`src/rtl/seg_scan_ctrl_pkg.sv`:
```
// Shared definitions for the multiplexed seven-segment scan controller.
package seg_scan_ctrl_pkg;

    // Segment lines are active-low, so all-ones is a dark digit.
    localparam logic [6:0] SEG_OFF   = 7'b111_1111;
    // Anodes are active-low; this is the per-bit "digit off" level.
    localparam logic       ANODE_OFF = 1'b1;

    // Bit position of each segment within the segment vector.
    localparam int unsigned SEG_TOP         = 0;
    localparam int unsigned SEG_UPPER_RIGHT = 1;
    localparam int unsigned SEG_LOWER_RIGHT = 2;
    localparam int unsigned SEG_BOTTOM      = 3;
    localparam int unsigned SEG_LOWER_LEFT  = 4;
    localparam int unsigned SEG_UPPER_LEFT  = 5;
    localparam int unsigned SEG_MIDDLE      = 6;

    typedef enum logic {
        BLANK,
        SHOW
    } scan_state_t;

    function automatic int unsigned max_u(input int unsigned a, input int unsigned b);
        return (a > b) ? a : b;
    endfunction

endpackage

```
`src/rtl/seg_scan_ctrl_if.sv`:
```
// Load/ready handshake bundle carrying the value to display.
interface seg_scan_ctrl_if #(
    parameter int unsigned NUM_DIGITS = 4
);
    logic                    load;
    logic [4*NUM_DIGITS-1:0] value;
    logic                    ready;
    logic                    blank_lz;

    modport master (output load, output value, output blank_lz, input ready);
    modport slave  (input load, input value, input blank_lz, output ready);
endinterface

```
`src/rtl/seg_scan_ctrl_sevenseg.sv`:
```
// Hex nibble to active-low seven-segment pattern (bit i = segment i).
module seg_scan_ctrl_sevenseg
    import seg_scan_ctrl_pkg::*;
(
    input  logic [3:0] nibble,
    output logic [6:0] seg
);

    // Pure lookup: bit order is middle..top from MSB to LSB.
    always_comb begin
        seg = SEG_OFF;
        case (nibble)
            4'h0: seg = 7'b100_0000;
            4'h1: seg = 7'b111_1001;
            4'h2: seg = 7'b010_0100;
            4'h3: seg = 7'b011_0000;
            4'h4: seg = 7'b001_1001;
            4'h5: seg = 7'b001_0010;
            4'h6: seg = 7'b000_0010;
            4'h7: seg = 7'b111_1000;
            4'h8: seg = 7'b000_0000;
            4'h9: seg = 7'b001_0000;
            4'hA: seg = 7'b000_1000;
            4'hB: seg = 7'b000_0011;
            4'hC: seg = 7'b100_0110;
            4'hD: seg = 7'b010_0001;
            4'hE: seg = 7'b000_0110;
            4'hF: seg = 7'b000_1110;
            default: seg = SEG_OFF;
        endcase
    end

endmodule

```
`src/rtl/seg_scan_ctrl.sv`:
```
// Time-multiplexed scan controller driving NUM_DIGITS common-anode digits
// through one shared decoder, with frame-atomic value updates.
module seg_scan_ctrl
    import seg_scan_ctrl_pkg::*;
#(
    parameter int unsigned NUM_DIGITS   = 4,
    parameter int unsigned SHOW_CYCLES  = 50000,
    parameter int unsigned BLANK_CYCLES = 500
) (
    input  logic                  clk,
    input  logic                  rst,
    seg_scan_ctrl_if.slave        bus,
    output logic [NUM_DIGITS-1:0] digit_en,
    output logic [0:6]            HEX,
    output logic                  frame_done
);

    localparam int unsigned CNT_W = $clog2(max_u(SHOW_CYCLES, BLANK_CYCLES) + 1);
    localparam int unsigned IDX_W = $clog2(NUM_DIGITS);
    localparam int unsigned VAL_W = 4 * NUM_DIGITS;

    scan_state_t         state, state_next;
    logic [IDX_W-1:0]    idx, idx_next;
    logic [CNT_W-1:0]    cnt, cnt_next;
    logic                blank_end, show_end;

    logic [VAL_W-1:0]    display, display_next;
    logic [VAL_W-1:0]    shadow;
    logic                pending;
    logic                ready_q;
    logic                commit, accept;

    logic [3:0]          nib_sel;
    logic [6:0]          seg_dec;
    logic [NUM_DIGITS-1:0] lz_blank;
    logic                zero_above;
    logic                digit_lit;
    logic [NUM_DIGITS-1:0] en_next;
    logic [6:0]          hex_next, hex_q;
    logic                fd_next;

    // Scan state, slot counter and registered display outputs.
    always_ff @(posedge clk) begin
        if (rst) begin
            state      <= BLANK;
            idx        <= '0;
            cnt        <= '0;
            digit_en   <= {NUM_DIGITS{ANODE_OFF}};
            hex_q      <= SEG_OFF;
            frame_done <= 1'b0;
        end else begin
            state      <= state_next;
            idx        <= idx_next;
            cnt        <= cnt_next;
            digit_en   <= en_next;
            hex_q      <= hex_next;
            frame_done <= fd_next;
        end
    end

    // Next scan position plus handshake/commit decisions.
    always_comb begin
        state_next = state;
        idx_next   = idx;
        cnt_next   = cnt + 1'b1;
        blank_end  = (state == BLANK) && (cnt == CNT_W'(BLANK_CYCLES - 1));
        show_end   = (state == SHOW)  && (cnt == CNT_W'(SHOW_CYCLES - 1));
        if (blank_end) begin
            state_next = SHOW;
            cnt_next   = '0;
        end
        if (show_end) begin
            state_next = BLANK;
            cnt_next   = '0;
            idx_next   = (idx == IDX_W'(NUM_DIGITS - 1)) ? '0 : idx + 1'b1;
        end
        commit       = blank_end && (idx == '0) && pending;
        accept       = bus.load && ready_q;
        display_next = commit ? shadow : display;
    end

    // Output values for the coming cycle; using the post-commit display and
    // next index lets the first lit digit of a frame already show the new value.
    always_comb begin
        nib_sel = 4'h0;
        for (int unsigned i = 0; i < NUM_DIGITS; i++) begin
            if (idx_next == IDX_W'(i)) nib_sel = display_next[4*i +: 4];
        end

        lz_blank   = '0;
        zero_above = 1'b1;
        for (int unsigned k = 0; k < NUM_DIGITS - 1; k++) begin
            zero_above = zero_above && (display_next[4*(NUM_DIGITS-1-k) +: 4] == 4'h0);
            lz_blank[NUM_DIGITS-1-k] = zero_above;
        end

        digit_lit = (state_next == SHOW) && !(bus.blank_lz && lz_blank[idx_next]);

        en_next = {NUM_DIGITS{ANODE_OFF}};
        for (int unsigned i = 0; i < NUM_DIGITS; i++) begin
            if (digit_lit && (idx_next == IDX_W'(i))) en_next[i] = ~ANODE_OFF;
        end

        hex_next = digit_lit ? seg_dec : SEG_OFF;
        fd_next  = show_end && (idx == IDX_W'(NUM_DIGITS - 1));
    end

    // Update handshake: capture into shadow, release it only at a frame boundary.
    always_ff @(posedge clk) begin
        if (rst) begin
            display <= '0;
            shadow  <= '0;
            pending <= 1'b0;
            ready_q <= 1'b1;
        end else begin
            display <= display_next;
            if (commit) begin
                pending <= 1'b0;
                ready_q <= 1'b1;
            end else if (accept) begin
                shadow  <= bus.value;
                pending <= 1'b1;
                ready_q <= 1'b0;
            end
        end
    end

    // HEX is declared [0:6]; map by segment index, not by position.
    always_comb begin
        HEX = SEG_OFF;
        HEX[SEG_TOP]         = hex_q[SEG_TOP];
        HEX[SEG_UPPER_RIGHT] = hex_q[SEG_UPPER_RIGHT];
        HEX[SEG_LOWER_RIGHT] = hex_q[SEG_LOWER_RIGHT];
        HEX[SEG_BOTTOM]      = hex_q[SEG_BOTTOM];
        HEX[SEG_LOWER_LEFT]  = hex_q[SEG_LOWER_LEFT];
        HEX[SEG_UPPER_LEFT]  = hex_q[SEG_UPPER_LEFT];
        HEX[SEG_MIDDLE]      = hex_q[SEG_MIDDLE];
    end

    assign bus.ready = ready_q;

    seg_scan_ctrl_sevenseg u_dec (
        .nibble (nib_sel),
        .seg    (seg_dec)
    );

endmodule

```
`src/flat_wrapper.sv`:
```
// flat-port wrapper written by rule: the top's interface ports become plain ports
module seg_scan_ctrl_flat import seg_scan_ctrl_pkg::*;
#(
    parameter int unsigned NUM_DIGITS   = 4,
    parameter int unsigned SHOW_CYCLES  = 50000,
    parameter int unsigned BLANK_CYCLES = 500
)
  (clk, rst, digit_en, HEX, frame_done, bus_load, bus_value, bus_blank_lz, bus_ready);
  seg_scan_ctrl_if #(.NUM_DIGITS(NUM_DIGITS)) bus_i ();
  input  logic clk;
  input  logic rst;
  output logic [NUM_DIGITS-1:0] digit_en;
  output logic [0:6] HEX;
  output logic frame_done;
  input wire logic [$bits(bus_i.load)-1:0] bus_load;
  input wire logic [$bits(bus_i.value)-1:0] bus_value;
  input wire logic [$bits(bus_i.blank_lz)-1:0] bus_blank_lz;
  output wire logic [$bits(bus_i.ready)-1:0] bus_ready;
  assign bus_i.load = bus_load;
  assign bus_i.value = bus_value;
  assign bus_i.blank_lz = bus_blank_lz;
  assign bus_ready = bus_i.ready;
  seg_scan_ctrl #(.NUM_DIGITS(NUM_DIGITS), .SHOW_CYCLES(SHOW_CYCLES), .BLANK_CYCLES(BLANK_CYCLES)) u_core (.clk(clk), .rst(rst), .bus(bus_i), .digit_en(digit_en), .HEX(HEX), .frame_done(frame_done));
endmodule
```
`config.mk`:
```
export PLATFORM = sky130hd
export DESIGN_NAME = seg_scan_ctrl_flat
export DESIGN_NICKNAME = d
export VERILOG_FILES = /design/src/rtl/seg_scan_ctrl_pkg.sv /design/src/rtl/seg_scan_ctrl_if.sv /design/src/rtl/seg_scan_ctrl_sevenseg.sv /design/src/rtl/seg_scan_ctrl.sv /design/src/flat_wrapper.sv
export SDC_FILE = /design/constraint.sdc
export NUM_CORES = 1
export LEC_CHECK = 0
export BUFFER_PORTS_ARGS = -buffer_cell sky130_fd_sc_hd__buf_4
export CORE_MARGIN = 5
export CORE_UTILIZATION = 41
export DETAILED_ROUTE_END_ITERATION = 8
export GPL_TIMING_DRIVEN = 0
export HOLD_SLACK_MARGIN = 0.06
export PLACE_DENSITY_LB_ADDON = 0.3
export SLEW_MARGIN = 25
export SYNTH_ARGS = -nofsm -noshare
export SYNTH_HDL_FRONTEND = slang
export SYNTH_SLANG_ARGS = --single-unit
```
`constraint.sdc`:
```
create_clock -name clk -period 2.8 [get_ports clk]
set_input_delay 0.42 -clock clk [delete_from_list [all_inputs] [get_ports clk]]
set_output_delay 0.42 -clock clk [all_outputs]
set_load 0.01 [all_outputs]
```
==> impl_metrics.tcl, run 1 <==
set metrics [dict create \
    start_util_pct 42.04 \
    die_y_um 96.01 \
    relSlewSlack_pct 67.15 \
    cts_buffer_depth 2 \
    worstSetupPathType "reg -> reg" \
    hold_ws_ns 0.2713 \
    grt_first_pass_wirelength_um 11470 \
    tightestPinTransition_ns 0.4895 \
    ant_nets 0 \
    switchingPower_w 0.0004109 \
    fillerInstances 645 \
    setup_viol 2 \
    setup_tns_ns -0.05170 \
    hp-class "in -> reg" \
    synth_edf_count 0 \
    multiInputGateArea_um2 1790 \
    htree_levels 3 \
    p_int_w 0.001413 \
    vias 2525 \
    cts_tree "yes" \
    die_area_um2 9217 \
    finalNonFillerCells 505 \
    p_comb_share_pct 5.1 \
    p_clk_share_pct 42.1 \
    die_width_um 96.01 \
    drcViolationCount 0 \
    p_leak_nw 1.584 \
    wl_per_cell_um 13.64 \
    rsz0062_at_grt "yes" \
    hold_violations 0 \
    status "complete, but fails checks" \
    io-pin-count 33 \
    start_kind "flop" \
    antenna_found_initial 0 \
    max-cap-violations 0 \
    violations "setup timing" \
    rows 31 \
    postSynthCellCount 332 \
    cts_sinks 65 \
    end_kind "flop" \
    max_freq_mhz 351.2 \
    min_period_ns 2.848 \
    place_congestion 0.7875 \
    synthArstFlopShare_pct 0 \
    synthesis.area_um2 3033 \
    cp_max_fo 6 \
    yosys_warnings 0 \
    grt_overflow 0 \
    grt_pass1_vias 2481 \
    holdPathStages 2 \
    worst_slack_ns -0.04775 \
    drtIter0Drc 78 \
    routed_wl_um 6888 \
    grt_max_degree 11 \
    reg2reg_depth 14 \
    vias_per_cell 5.000 \
    maxSlewViolCount 0 \
    dpl.cell_count 463 \
    grt_usage_pct 16.21 \
    area_delta_synth_final_pct 34.65 \
    dp_hpwl_um 4715 \
    nets 431 \
    avgSynthCellArea_um2 9.135 \
    total_power_w 0.001824 \
    worstSkewPairLatency_ns 0.35 \
    syn_nets 360 \
    firstDrtPassIters 4 \
    seqPwrFrac_pct 52.9 \
    coreArea_um2 7214 \
    drive_gt1_share_pct 32.51 \
    p_sw_share_pct 22.52 \
    cp_data_arrival_time_ns 3.06 \
    cts_root_buf "clkbuf_8" \
    synth_seq_cells 65 \
    post_synth_num_cell_types 48 \
    clk_pin_slew_ns 0.07 \
    hold_buffers 0 \
    io_buffers 32 \
    yosysSeqAreaShare_pct 42.90 \
    power_density_nw_per_um2 446.7 \
    fin_crit_sh_pct 101.7 \
    num_antenna_cells 0 \
    cts_buffers 9 \
    skew_ns 0.01147 \
    seq_area_um2 1310 \
    required_ns 3.01 \
    irDropWorstVdd_mv 0.3048 \
    synthFlopType "dfxtp_1" \
]
-- metrics by stage --
step / worst slack (ns) / area [µm²] / util [%]
after floorplan: 0.004420 / 3070 / -
after global placement: -0.5718 / 3435 / 47.61
after detailed placement: -0.6298 / 3435 / 47.61
after CTS: -0.1760 / 3933 / 54.51
after global routing: -0.1985 / 4084 / 56.61
final: -0.04775 / 4084 / 56.61
-- final cells by class --
class	instances	area share, %
clock inverters	3	1.042
plain buffers	15	3.002
repair buffers	62	12.38
flip-flops and latches	65	32.08
inverters	12	1.164
clock buffers	11	3.462
multi-input cells	238	43.84
well taps	99	3.033
-- critical path: stages (launching register included) --
cell and delay [ns]:
dfxtp_2 0.36, ha_4 0.14, nor4bb_4 0.21, and4_4 0.27, and2_4 0.17, buf_12 0.13, buf_12 0.14, mux2i_4 0.07
mux2i_1 0.15, mux2_4 0.24, inv_4 0.06, ha_4 0.16, or3_4 0.38, o2111ai_2 0.10, o311ai_2 0.13
-- state kept, by name (all words and copies together) (netlist names) --
name	flops
u_core.hex_q	7
u_core.bus.ready	1
u_core.pending	1
u_core.frame_done	1
u_core.state	1
u_core.shadow	16
u_core.idx	2
u_core.cnt	16
u_core.digit_en	4
u_core.display	16
-- synth_stat cells (2+ instances only) --
master	number	share of area, %
a21oi_1	22	3.6
and3_1	2	0.41
and4_1	3	0.87
buf_12	2	1.3
buf_2	4	0.66
buf_6	2	0.74
clkbuf_1	8	0.99
dfxtp_1	65	43
ha_1	8	3.3
inv_1	12	1.5
mux2_2	3	1.1
mux2_4	2	0.99
mux2i_1	27	8.9
mux2i_4	2	1.5
nand2_1	43	5.3
nand3_1	11	1.8
nand4_1	4	0.82
nor2_1	44	5.4
nor3_1	6	0.99
nor3b_1	2	0.49
nor4_1	3	0.62
o21a_1	2	0.49
o21ai_0	6	0.99
o21ai_1	2	0.33
o221ai_1	3	0.87
o311ai_1	2	0.58
or3_1	2	0.41
or4_1	3	0.74
xnor2_1	9	2.6
xor2_1	10	2.9
-- worst paths after layout --
kind,start,to,slack [ns]
worst max-delay path,u_core.cnt[0],u_core.hex_q[0],-0.05
worst min-delay path,bus_load,u_core.bus.ready,0.27
worst max register to register,u_core.cnt[0],u_core.hex_q[0],-0.05
worst min register to register,u_core.shadow[0],u_core.shadow[0],0.46
-- layout by cell type (no fill, tap or decap), types with 2 or more instances in the layout --
cell      instances
buf_12            3
clkbuf_1          9
dfxtp_2           7
mux2_4            4
o221ai_1          3
buf_6             4
dfxtp_1          58
or4_1             3
o21ai_0           6
xor2_1           10
ha_4              4
and3_1            2
xnor2_1           9
inv_2             2
ha_1              2
nor2_1           44
o21ai_1           2
mux2i_4           8
mux2i_2           6
clkbuf_8         10
nor3_1            6
nand2_1          43
and4_1            2
buf_4            59
a21oi_1          22
nand3_1           9
nor4_1            3
inv_1             9
mux2i_1          16
ha_2              2
nand4_1           4
o311ai_2          2
nand3_2           2
o21a_1            2
-- power by group through the flow --
stage	clock (W)	sequential, W	combinational (W)
after global placement	0	0.000982	0.0000851
after floorplan	0	0.000978	0.0000502
after CTS	0.000785	0.000963	0.0000923
after global routing	0.000823	0.000966	0.000105
final	0.000768	0.000964	0.0000922
after detailed placement	0	0.000982	0.0000869
-- kinds of logic (layout without fill, tap and decap cells) --
logic type	after synthesis	count (layout)	synth area share [%]
compound gates	42	42	8.334
flops	65	65	42.90
mux	35	35	12.95
simple gates	134	134	21.58
xor+xnor	19	19	5.487
buf+inv	29	103	5.446
fa+ha+maj	8	8	3.300
-- routing by layer --
layer  global-route usage, %  wire length [µm]  up-vias
li1                        -                 -     1280
met1                   19.94              3083     1195
met2                   26.85              3446       39
met3                   4.300               224       11
met4                   6.398               133        0
met5                       0                 0        -
-- what timing repair did --
action	in CTS	in global routing
buffers inserted	19	12
gates cloned	1	0
endpoints found under the hold margin	0	0
setup endpoints to repair	7	18
pin swaps	10	10
resized for setup	27	26
Power figures use the tool's default switching activity.
==> run 2: changes to the inputs <==
Settings changed: SLEW_MARGIN 25 to 20.
Clock period 2.8 ns to 3.2 ns, I/O delays scaled along.
==> run 2 against run 1 <==
Compared with the run above:
- the flow now finishes without violations
- register-to-register slack improved by 0.22 ns
- via count decreased by 3.6%
- sequential share of layout area increased by 1.8 points
- final area decreased by 5.6%
- global-route usage decreased by 0.16 points
- flip-flop and latch count unchanged
- sequential power decreased by 12%
- largest cell class unchanged
==> impl_metrics.tcl, run 2 (synthesis results as in run 1) <==
set metrics [dict create \
    antenna_found_initial 0 \
    io_buffers 32 \
    skew_ns 0.009778 \
    grt_first_pass_wirelength_um 11450 \
    irDropWorstVdd_mv 0.2506 \
    hp-class "in -> reg" \
    start_kind "flop" \
    cp_max_fo 8 \
    setup_tns_ns 0 \
    cts_tree "yes" \
    nets 416 \
    total_power_w 0.001552 \
    r2r_slack_ns 0.18 \
    utilization_pct 53.45 \
    reg2reg_to "u_core.hex_q[0]" \
    routed_wl_um 6798 \
    firstDrtPassIters 4 \
    grt_overflow 0 \
    max_freq_mhz 330.6 \
    status "finished, final reports clean" \
    reg_top3 "u_core.cnt x16, u_core.display x16, u_core.shadow x16" \
    hold_buffers 0 \
    drtIter0Drc 67 \
    die_width_um 96.01 \
    dp_hpwl_um 4799 \
    die_y_um 96.01 \
    power_density_nw_per_um2 402.4 \
    slowest_stage "dfxtp_1" \
    worstSkewPairLatency_ns 0.34 \
    drive_gt1_share_pct 25.95 \
    hold_violations 0 \
    worst_slack_ns 0.1756 \
    grt_usage_pct 16.05 \
    die_area_um2 9217 \
    wl_per_cell_um 13.82 \
    rows 31 \
    fin_crit_sh_pct 94.51 \
    maxSlewViolCount 0 \
    hold_start "bus_load" \
    num_antenna_cells 0 \
    cp_data_arrival_time_ns 3.22 \
    clk_pin_slew_ns 0.07 \
    htree_levels 3 \
    required_ns 3.40 \
    relSlewSlack_pct 64.00 \
    cts_sinks 65 \
    worstSetupPathType "reg -> reg" \
    reg2reg_depth 14 \
    place_congestion 0.7846 \
    coreArea_um2 7214 \
    drcViolationCount 0 \
    final_cell_mix "dfxtp_1, buf_4, nor2_1" \
    holdPathStages 2 \
    r2r-start "u_core.cnt[11]" \
    final_common_cell "dfxtp_1" \
    holdPathEnd "u_core.bus.ready" \
    start_util_pct 42.04 \
    grt_pass1_vias 2483 \
    cts_buffers 9 \
    io-pin-count 33 \
    worstPathCellList "nor4_4 > and4_1 > buf_6 > and2_4 > buf_12 > buf_12 > mux2i_4 > mux2i_1 > mux2_4 > ha_2 > inv_1 > nand3_1 > o2111ai_2 > o311ai_2" \
    max-cap-violations 0 \
    min_period_ns 3.024 \
    vias 2434 \
    end_kind "flop" \
    cts_root_buf "clkbuf_8" \
    area_delta_synth_final_pct 27.15 \
    p_leak_nw 1.510 \
    grt_max_degree 18 \
    crit_path_frequent_cell "buf_12" \
    cts_buffer_depth 2 \
    pre_cts_ws_ns -0.4790 \
    setup_viol 0 \
    ant_nets 0 \
    cpPeakStageDelay_ns 0.35 \
    vias_per_cell 4.947 \
    tightestPinTransition_ns 0.5399 \
]
-- run 2: cell types whose count changed in the layout (fill, tap and decap cells not counted), moves of 2 or more --
cell and delta:
buf_2 +3, buf_4 -13, buf_6 -2, clkbuf_1 +2
dfxtp_1 +4, dfxtp_2 -4, ha_1 +2, inv_1 +2
nand3_1 +2, nand3_2 -2
-- run 2: how the worst max path moves through the flow --
stage	from	to	slack, ns	cells past startpoint
6_report	u_core.cnt[11]	u_core.hex_q[0]	0.18	14
4_1_cts	u_core.cnt[1]	u_core.hex_q[0]	0.04	14
5_1_grt	u_core.cnt[11]	u_core.hex_q[0]	-0.03	14
3_5_place_dp	u_core.cnt[0]	u_core.hex_q[0]	-0.48	15
3_3_place_gp	u_core.cnt[0]	u_core.hex_q[0]	-0.43	15
2_1_floorplan	u_core.cnt[0]	u_core.hex_q[0]	0.10	16
-- run 2: layout make-up --
cell class,count,area (µm²)
Fill cell,703,3358
Multi-Input combinational cell,238,1729
Sequential cell,65,1305
Timing Repair Buffer,46,362.8
Clock buffer,14,162.7
Tap cell,99,123.9
Buffer,16,115.1
Inverter,12,45.04
Clock inverter,2,12.51
-- run 2: worst max-delay path: cells and delay by family (launching register included) --
kind                     cells  cell delay, ns
AND/OR/NAND/NOR              4            0.88
flip-flops                   1            0.35
adder cells (fa/ha/maj)      1            0.21
AO/OA/AOI/OAI                2            0.26
buffers and inverters        4            0.53
multiplexers                 3            0.64
-- run 2: report_power, final --
part / total (W) / leakage, nW / switching (W) / internal [W]
Sequential: 0.000844 / 0.529 / 0.0000182 / 0.000826
Clock: 0.000627 / 0.0867 / 0.000303 / 0.000324
Combinational: 0.0000810 / 0.895 / 0.0000417 / 0.0000393
-- run 2: through the flow --
stage / hold slack (ns) / instances / cell area, µm²
after floorplan: 0.4303 / 332 / 3033
after global placement: 0.4464 / 463 / 3397
final: 0.3403 / 492 / 3856
after detailed placement: 0.4583 / 463 / 3397
after global routing: 0.3413 / 492 / 3856
after CTS: 0.3332 / 485 / 3724
-- run 2: repair_timing --
| item | CTS | global route |
|---|---|---|
| gates resized for setup | 26 | 10 |
| buffers inserted | 7 | 6 |
| setup endpoints to repair | 7 | 5 |
| pin swaps | 2 | 3 |
| gates cloned | 0 | 1 |
-- run 2: routing by layer --
metal	track usage (%)	up-vias	wire, µm
met4	6.754	0	83
li1	-	1249	-
met2	26.45	37	3339
met5	0	-	0
met1	19.89	1139	3143
met3	3.909	9	231
